$ cat src/rtl/fetch_pkg.sv
// Shared fetch-queue types: JAL opcode, FSM state encoding, queue entry layout.
// Latency: n/a (types and a pure helper function only).
// Backpressure: n/a.
package fetch_pkg;

  // Major opcode of JAL, used by the optional predecode path.
  localparam logic [6:0] OPC_JAL = 7'b1101111;

  // Entry address fields are sized for the widest supported XLEN; narrower
  // builds zero-extend on write and slice on read.
  localparam int FQ_XLEN_MAX = 64;

  typedef enum logic [1:0] {
    FETCH = 2'd0,
    WAIT  = 2'd1,
    DRAIN = 2'd2
  } fq_state_e;

  typedef struct packed {
    logic [31:0]            inst;
    logic [FQ_XLEN_MAX-1:0] pc;
    logic [FQ_XLEN_MAX-1:0] npc;
  } fq_entry_t;

  // J-type immediate (21 bits, LSB always zero), still to be sign-extended.
  function automatic logic [20:0] jal_imm(input logic [31:0] inst);
    return {inst[31], inst[19:12], inst[20], inst[30:21], 1'b0};
  endfunction

endpackage

$ cat src/rtl/fetch_fifo.sv
// Fetch-queue storage: DEPTH entries, wrap pointers with an extra lap bit, occupancy count.
// Latency: a pushed entry appears at the head one cycle later; head is first-word-fall-through.
// Backpressure: push ignored when full, pop ignored when empty; clear wins over push and pop.
module fetch_fifo
  import fetch_pkg::*;
#(
  parameter  int DEPTH = 16,
  localparam int AW    = $clog2(DEPTH),
  localparam int CW    = $clog2(DEPTH + 1)
) (
  input  logic            clk,
  input  logic            rst,
  input  logic            clr_i,
  input  logic            push_i,
  input  fq_entry_t       push_dat_i,
  input  logic            pop_i,
  output fq_entry_t       head_dat_o,
  output logic [CW-1:0]   count_o
);

  logic [AW:0] wr_ptr_q, wr_ptr_d;
  logic [AW:0] rd_ptr_q, rd_ptr_d;
  fq_entry_t   mem_q [DEPTH];
  logic        full, empty, push_ok, pop_ok;

  assign full    = (wr_ptr_q[AW] != rd_ptr_q[AW]) && (wr_ptr_q[AW-1:0] == rd_ptr_q[AW-1:0]);
  assign empty   = (wr_ptr_q == rd_ptr_q);
  assign push_ok = push_i && !full && !clr_i;
  assign pop_ok  = pop_i && !empty && !clr_i;

  assign head_dat_o = mem_q[rd_ptr_q[AW-1:0]];
  assign count_o    = CW'(wr_ptr_q - rd_ptr_q);

  // Pointer next-state: clear empties the queue, otherwise advance on push/pop.
  always_comb begin
    wr_ptr_d = wr_ptr_q;
    rd_ptr_d = rd_ptr_q;
    if (clr_i) begin
      wr_ptr_d = '0;
      rd_ptr_d = '0;
    end else begin
      if (push_ok) wr_ptr_d = wr_ptr_q + (AW+1)'(1);
      if (pop_ok)  rd_ptr_d = rd_ptr_q + (AW+1)'(1);
    end
  end

  // Pointer registers.
  always_ff @(posedge clk) begin
    if (rst) begin
      wr_ptr_q <= '0;
      rd_ptr_q <= '0;
    end else begin
      wr_ptr_q <= wr_ptr_d;
      rd_ptr_q <= rd_ptr_d;
    end
  end

  // Entry storage; contents need no reset since the pointers gate visibility.
  always_ff @(posedge clk) begin
    if (!rst && push_ok) mem_q[wr_ptr_q[AW-1:0]] <= push_dat_i;
  end

endmodule

$ cat src/rtl/fetch_queue.sv
// Instruction fetch front end: one-outstanding I-cache requests feeding an in-order queue. Macro: FETCH_JAL_PREDECODE_EN.
// Latency: response pushed on its arrival cycle, visible at head next cycle; flush takes effect same cycle.
// Backpressure: no request unless queue has space; head held until is_ready; rdy=0 freezes everything.
module fetch_queue
  import fetch_pkg::*;
#(
  parameter int              XLEN     = 32,
  parameter int              DEPTH    = 16,
  parameter logic [XLEN-1:0] RESET_PC = '0
) (
  input  logic                       clk,
  input  logic                       rst,
  input  logic                       rdy,
  output logic                       ic_req_valid,
  output logic [XLEN-1:0]            ic_req_pc,
  input  logic                       ic_req_ready,
  input  logic                       ic_rsp_valid,
  input  logic [31:0]                ic_rsp_inst,
  input  logic [XLEN-1:0]            ic_rsp_pc,
  output logic [XLEN-1:0]            bp_pc,
  input  logic                       bp_taken,
  input  logic [XLEN-1:0]            bp_target,
  output logic                       is_valid,
  input  logic                       is_ready,
  output logic [31:0]                is_inst,
  output logic [XLEN-1:0]            is_pc,
  output logic [XLEN-1:0]            is_pred_npc,
  input  logic                       flush,
  input  logic [XLEN-1:0]            flush_pc,
  output logic [$clog2(DEPTH+1)-1:0] count
);

  localparam int CW = $clog2(DEPTH + 1);

  fq_state_e       state_q, state_d;
  logic [XLEN-1:0] pc_q, pc_d;
  logic [XLEN-1:0] npc;
  logic            flush_en, req_fire, rsp_fire, push, pop;
  fq_entry_t       push_dat, head_dat;
  logic            unused_hi;

  assign ic_req_pc = pc_q;
  assign bp_pc     = pc_q;

  // At most one request in flight, and only when the response is sure to fit.
  assign ic_req_valid = !rst && rdy && (state_q == FETCH) && (count < CW'(DEPTH));
  assign req_fire     = ic_req_valid && ic_req_ready;
  assign flush_en     = rdy && flush;
  // A response is consumed in WAIT (live) or DRAIN (stale) whenever unfrozen.
  assign rsp_fire     = rdy && ic_rsp_valid && (state_q != FETCH);
  assign push         = rsp_fire && (state_q == WAIT) && !flush;
  assign pop          = rdy && !flush && is_valid && is_ready;

  // Predicted next PC of the instruction being returned.
  always_comb begin
    npc = bp_taken ? bp_target : pc_q + XLEN'(4);
`ifdef FETCH_JAL_PREDECODE_EN
    if (ic_rsp_inst[6:0] == OPC_JAL) npc = ic_rsp_pc + XLEN'($signed(jal_imm(ic_rsp_inst)));
`endif
  end

  assign push_dat = '{inst: ic_rsp_inst,
                      pc:   FQ_XLEN_MAX'(ic_rsp_pc),
                      npc:  FQ_XLEN_MAX'(npc)};

  // Request FSM: a request accepted alongside a flush becomes stale and is drained.
  always_comb begin
    state_d = state_q;
    case (state_q)
      FETCH:   if (req_fire) state_d = flush_en ? DRAIN : WAIT;
      WAIT:    if (rsp_fire) state_d = FETCH;
               else if (flush_en) state_d = DRAIN;
      DRAIN:   if (rsp_fire) state_d = FETCH;
      default: state_d = FETCH;
    endcase
  end

  // Fetch PC: redirect on flush, otherwise follow the prediction of each pushed entry.
  always_comb begin
    pc_d = pc_q;
    if (flush_en)  pc_d = flush_pc;
    else if (push) pc_d = npc;
  end

  // State and PC registers.
  always_ff @(posedge clk) begin
    if (rst) begin
      state_q <= FETCH;
      pc_q    <= RESET_PC;
    end else begin
      state_q <= state_d;
      pc_q    <= pc_d;
    end
  end

  fetch_fifo #(.DEPTH(DEPTH)) u_fifo (
    .clk        (clk),
    .rst        (rst),
    .clr_i      (flush_en),
    .push_i     (push),
    .push_dat_i (push_dat),
    .pop_i      (pop),
    .head_dat_o (head_dat),
    .count_o    (count)
  );

  assign is_valid    = (count != '0);
  assign is_inst     = head_dat.inst;
  assign is_pc       = head_dat.pc[XLEN-1:0];
  assign is_pred_npc = head_dat.npc[XLEN-1:0];
  assign unused_hi   = ^{head_dat.pc, head_dat.npc};

endmodule

$ cat config.mk
export PLATFORM = sky130hd
export DESIGN_NAME = fetch_queue
export DESIGN_NICKNAME = d
export VERILOG_FILES = /design/src/rtl/fetch_pkg.sv /design/src/rtl/fetch_fifo.sv /design/src/rtl/fetch_queue.sv
export SDC_FILE = /design/constraint.sdc
export NUM_CORES = 1
export LEC_CHECK = 0
export BUFFER_PORTS_ARGS = -buffer_cell sky130_fd_sc_hd__buf_2
export CORE_MARGIN = 1.5
export CORE_UTILIZATION = 47
export CTS_CLUSTER_DIAMETER = 200
export DETAILED_ROUTE_END_ITERATION = 12
export PLACE_DENSITY = 0.66
export SYNTH_ARGS = -nofsm -noshare
export SYNTH_HDL_FRONTEND = slang
export SYNTH_SLANG_ARGS = --single-unit
export TNS_END_PERCENT = 10
$ cat constraint.sdc
create_clock -name clk -period 8.6 [get_ports clk]
set_input_delay 0.86 -clock clk [delete_from_list [all_inputs] [get_ports clk]]
set_output_delay 0.86 -clock clk [all_outputs]
set_load 0.05 [all_outputs]
# Word level (Yosys, flattened, before mapping)
# Memories as Yosys holds them, arrays and structs flattened. A register that Yosys moved wholly into a read port is not among the register bits.
# Index checks and enable logic that the tools add are counted.
# totals
latchBits,0
output_inout_bits,167
ff_bits,44
rom_bits,0
memories,1
in_bits,136
ramBits,1536
# op_classes
shift,0
n_mul,0
bitwise_logic,0
muxes,13
eq_ne,8
div,0
order_cmp,1
n_reduce_logical,29
n_addsub,4
# mem_list
memory,depth,width,rd,rd_ports_with_merged_regs,write_ports,line_no,source
u_fifo.mem_q,16,96,1,1,1,fetch_fifo.sv:23,fq_entry_t mem_q [DEPTH];
# ops
operator,n
$mux 32,3
$add 32x3->32 const B,1
$logic_and 1x1->1,18
$add 5x1->5 const B,2
$mux 2,5
$mux 4,2
$pmux 2 s3,1
$eq 5x5->1,1
$logic_not 1->1,5
$lt 5x5->1 const B,1
$reduce_bool 5->1,1
$sub 5x5->5,1
$eq 4x4->1,1
$ne 2x2->1 const B,2
$reduce_bool 2->1,2
$ne 3x3->1 const B,1
$reduce_and 3->1,1
$eq 2x1->1 const B,1
$eq 2x2->1 const B,1
$logic_not 2->1,1
$mux 1,2
$reduce_or 2->1,1
$ne 1x1->1,1

# Depth between registers and ports, before layout
# depth
depth_word,9
mapped_depth,9
ltp_nobuf,9

# By module
# From an unflattened synthesis, not the netlist that was laid out.
# hier_totals
cells_unflattened,4659
area_unflattened_um2,99990.9
# modules_own_cells
module,area_each_um2,n_inst,seq_area_each_um2,cells_each
fetch_fifo,97101.9,1,77154.0,4287
fetch_queue,2889.0,1,680.7,372

# Least setup slack after synthesis
# Ideal clock, no wire load.
# synth_path
path_kind,input-to-reg
startpoint,input rdy
endpoint,memory u_fifo.mem_q[0][0] (netlist name) (enable)
path_stages,7
arrival_ps,8304
path_slack_ps,-373
path_cell_list,nand2b_1 > nor3_4 > and2_1 > clkbuf_1 > and2b_1 > nand2_1 > nor3_1
# synth_via
elab_chain_cells,9
elab_cells_between_ends,11
classes_between,mux: 2; reduce/logical: 9
# synth_rtl
item,line_no,source
from (decl),fetch_queue.sv:13,"input logic rdy,"
$logic_and 1x1->1 (2 in series),fetch_queue.sv:50,assign rsp_fire = rdy && ic_rsp_valid && (state_q != FETCH);
$logic_and 1x1->1 (2 in series),fetch_queue.sv:51,assign push = rsp_fire && (state_q == WAIT) && !flush;
$logic_and 1x1->1,fetch_fifo.sv:28,assign push_ok = push_i && !full && !clr_i;
$logic_and 1x1->1 (*),fetch_fifo.sv:28,
$logic_and 1x1->1 (*),fetch_fifo.sv:60,if (!rst && push_ok) mem_q[wr_ptr_q[AW-1:0]] <= push_dat_i;
$mux 1 (*),fetch_fifo.sv:60,
$mux 1 (implied by the code) (*),fetch_fifo.sv:60,
to (decl),fetch_fifo.sv:23,
# Mark *: on every way between the ends. The rest lies on a longest branch, timed or not.

==> results.md <==
- Core Region: approximately 130,000 sq um
- Mean Syn Cell Area: 23.8 sq um
- Final hold vios: 0
- Number of global-route vias before repair: 29,798
- Net Switching: 3.04 mW
- Starting Density: 47.3%
- Crit path DAT: 4.07 ns
- Placed cells: between 4,000 and 5,000
- YS warnings: 0
- Final setup fails: 0
- GRT Util Overall: 21.0%
- Clock-pin slew on the worst setup and hold paths: 0.06 ns
- Worst R2R Start: state_q[1]
- Vias per cell: slightly below 6
- Die H: 363 microns
- Area occupied by registers: about 47,000 sq um
- Worst-Skew Late Latency: 0.77 ns
- Final period util: around 57%
- Drt first pass iters: 6
- Vias: 28,358
- Number of distinct library cells after synthesis: 51
- Routed WL per cell: 28.5 microns
- # clock sinks: 1,584
- CTS tree: built
- Fin util: 53.8%
- Final net count: between 3,000 and 4,000
- Crit end category: primary output
- Synth async-reset ratio: 0%
- Status: finished clean
- Syn nets: approximately 2,700
- Layout area overhead: 13.8%
- Fmax: ~200 MHz
- Leakage: 21.4 nW
- Crit path launch type: register
- Primary FF master, synth: edfxtp_1
- Clock H-tree levels: 4
- Share of power burned in registers: 54.9%
- Die area: 132,000 sq um
- Post-route DRC: 0
- Cts bufs inserted: between 150 and 200
- First-pass GRT wire length: 201,000 microns
- Setup bufs post-CTS: 0
- CTS Hold Bufs: 0
- Clk Tree Root Cell: clkbuf_16
- Met2 wire len: between 60,000 and 70,000 microns
- Synth Register Bits: 1,584
- Layout cell share with drive strength beyond 1: 36.0%
- 1st-iter DRT viols: just under 3,000
- Hold Path Class: input pin to register
- Slew HR: 14.9%
- Worst VDD drop: 0.184 mV
- Most frequent cells in the layout: edfxtp_1 (1,536), mux4_2 (480), buf_2 (302)
- Post-synthesis sequential area ratio: 77.1%
- Fill cell count: 9,727
- Post-cts gate resize count: 0
- Cell Pwr Density: 223 nW/um^2
- Crit-path max FO: 76
- HP Start: flush_pc[9]
- Mapped Area: around 60,000 sq um
- Aggregate global routing overflow: 0
- Clk pwr share: 43.1%
- Slew of the pin with the lowest slew margin: ~1.3 ns
- Final HPWL DP: 73,400 microns
- Sw frac: about a fifth
- Gate Count Post-Synth: 2,568
- Num ports: 303
- Final Wtd Congestion: ~0.84
- Initial antenna violation count: 16
- Top Layer Used: met5
- CTS max path bufs: 3
- Unrepaired setup endpoints after global routing: no
- Routed WL: 137,000 microns
- Post-synth EDFFs: 1,536
- Die Width: about 360 microns
- Met1 WL: 57,400 microns
- Slew Viols, Final: 0
- Multi-input combinational cell area: 13,100 sq um
- Antenna-violating nets left: 0
- P_int: 12.4 mW
- Total power draw: approximately 15 mW
- Crit path time final: between 4 and 5 ns
- Row cnt: 132
- Wire length on met3: 8520 microns
- Finished Layout Cells: 4,793
- Layout Skew: between 0.02 and 0.025 ns
- Port-buffer cells: 302
- Largest net degree at the start of global routing: 172
- Power share of the combinational group: 2.0%
- Most common cell after layout, fill and taps aside: edfxtp_1
- Required @ worst endpoint: 7.74 ns
- Max-Cap Viols: 0
- Crit path kind: register to primary output
## per-layer routing
layer  vias to the layer above  GRT usage (%)
met5                         -              0
met4                         2           4.77
met3                       199           3.82
met2                      1057           34.6
met1                     15386           29.4
li1                      11714              -
## registers in the layout, indices dropped and copies added, names as in the netlist, named ones only
register	flops
bp_pc	32
u_fifo.wr_ptr_q	5
state_q	2
u_fifo.rd_ptr_q	5
u_fifo.mem_q	1536
## worst max-delay path, stage by stage (launching register included)
cell and delay, ns:
dfxtp_4 0.66, buf_12 0.47, buf_4 0.57, mux4_2 0.58
mux4_2 0.55, buf_2 0.25
## cells in the mapped netlist, types with 7 or more instances
| cell | n | area, sq um |
|---|---|---|
| edfxtp_1 | 1536 | 46100 |
| mux4_2 | 480 | 10800 |
| clkbuf_1 | 72 | 270 |
| nor2_1 | 61 | 229 |
| buf_4 | 51 | 383 |
| dfxtp_1 | 48 | 961 |
| nand2_1 | 45 | 169 |
| a22oi_1 | 32 | 240 |
| xnor2_1 | 26 | 228 |
| buf_6 | 23 | 259 |
| a21oi_1 | 19 | 95.1 |
| o21ai_0 | 14 | 70.1 |
| nand3_1 | 12 | 60.1 |
| nand4_1 | 12 | 75.1 |
| inv_1 | 11 | 41.3 |
| buf_2 | 10 | 50.1 |
| ha_1 | 10 | 125 |
| o2bb2ai_1 | 10 | 87.6 |
| or3_1 | 10 | 62.6 |
| mux2_2 | 9 | 101 |
| xor2_1 | 9 | 78.8 |
| o22ai_1 | 8 | 50.1 |
| buf_1 | 7 | 26.3 |
| nor3_1 | 7 | 35.0 |
## power by group through the flow
stage	clock network [mW]	registers, mW	logic (mW)
floorplan	0	8.69	0.117
global placement	0	8.66	0.290
detailed placement	0	8.66	0.307
CTS	6.80	8.50	0.307
global route	7.08	8.50	0.329
finish	6.66	8.50	0.306
## cells by family (layout without fill, tap and decap cells)
group	count (synthesis)	after routing	share of synthesized area [%]
simple gates	178	178	1.50
flops	1584	1584	77.1
xor+xnor	35	35	0.502
other cells	0	1	0
fa+ha+maj	11	11	0.238
compound gates	95	95	1.06
mux	490	490	17.9
buf+inv	175	657	1.69
## metrics by stage
stage / area (sq um) / hold slack, ns / worst slack [ns] / setup TNS [ns]
detailed placement: 64500 / 0.482 / 3.62 / 0
floorplan: 61100 / 0.442 / -0.372 / -107.04
global placement: 64500 / 0.464 / 3.66 / 0
global route: 69500 / 0.361 / 3.38 / 0
CTS: 69500 / 0.327 / 3.54 / 0
finish: 69500 / 0.389 / 3.67 / 0
## worst paths after layout
| path | end | slack, ns | cells after the start |
|---|---|---|---|
| max | is_pred_npc[2] | 3.67 | 5 |
| min | bp_pc[9] | 0.39 | 3 |
| max reg2reg | u_fifo.mem_q[8][59] | 4.26 | 8 |
| min reg2reg | state_q[0] | 0.49 | 1 |
## cell type report
cell class	instances	share of cell area (%)
sequential	1584	67.8
multi-input combinational	809	18.8
clock buffer	201	6.12
tap	1742	3.14
timing repair buffer	362	3.02
clock inverter	82	1.07
inverter	12	0.0648
antenna	1	0.00360
No activity file was read; power rests on OpenSTA's default activity.
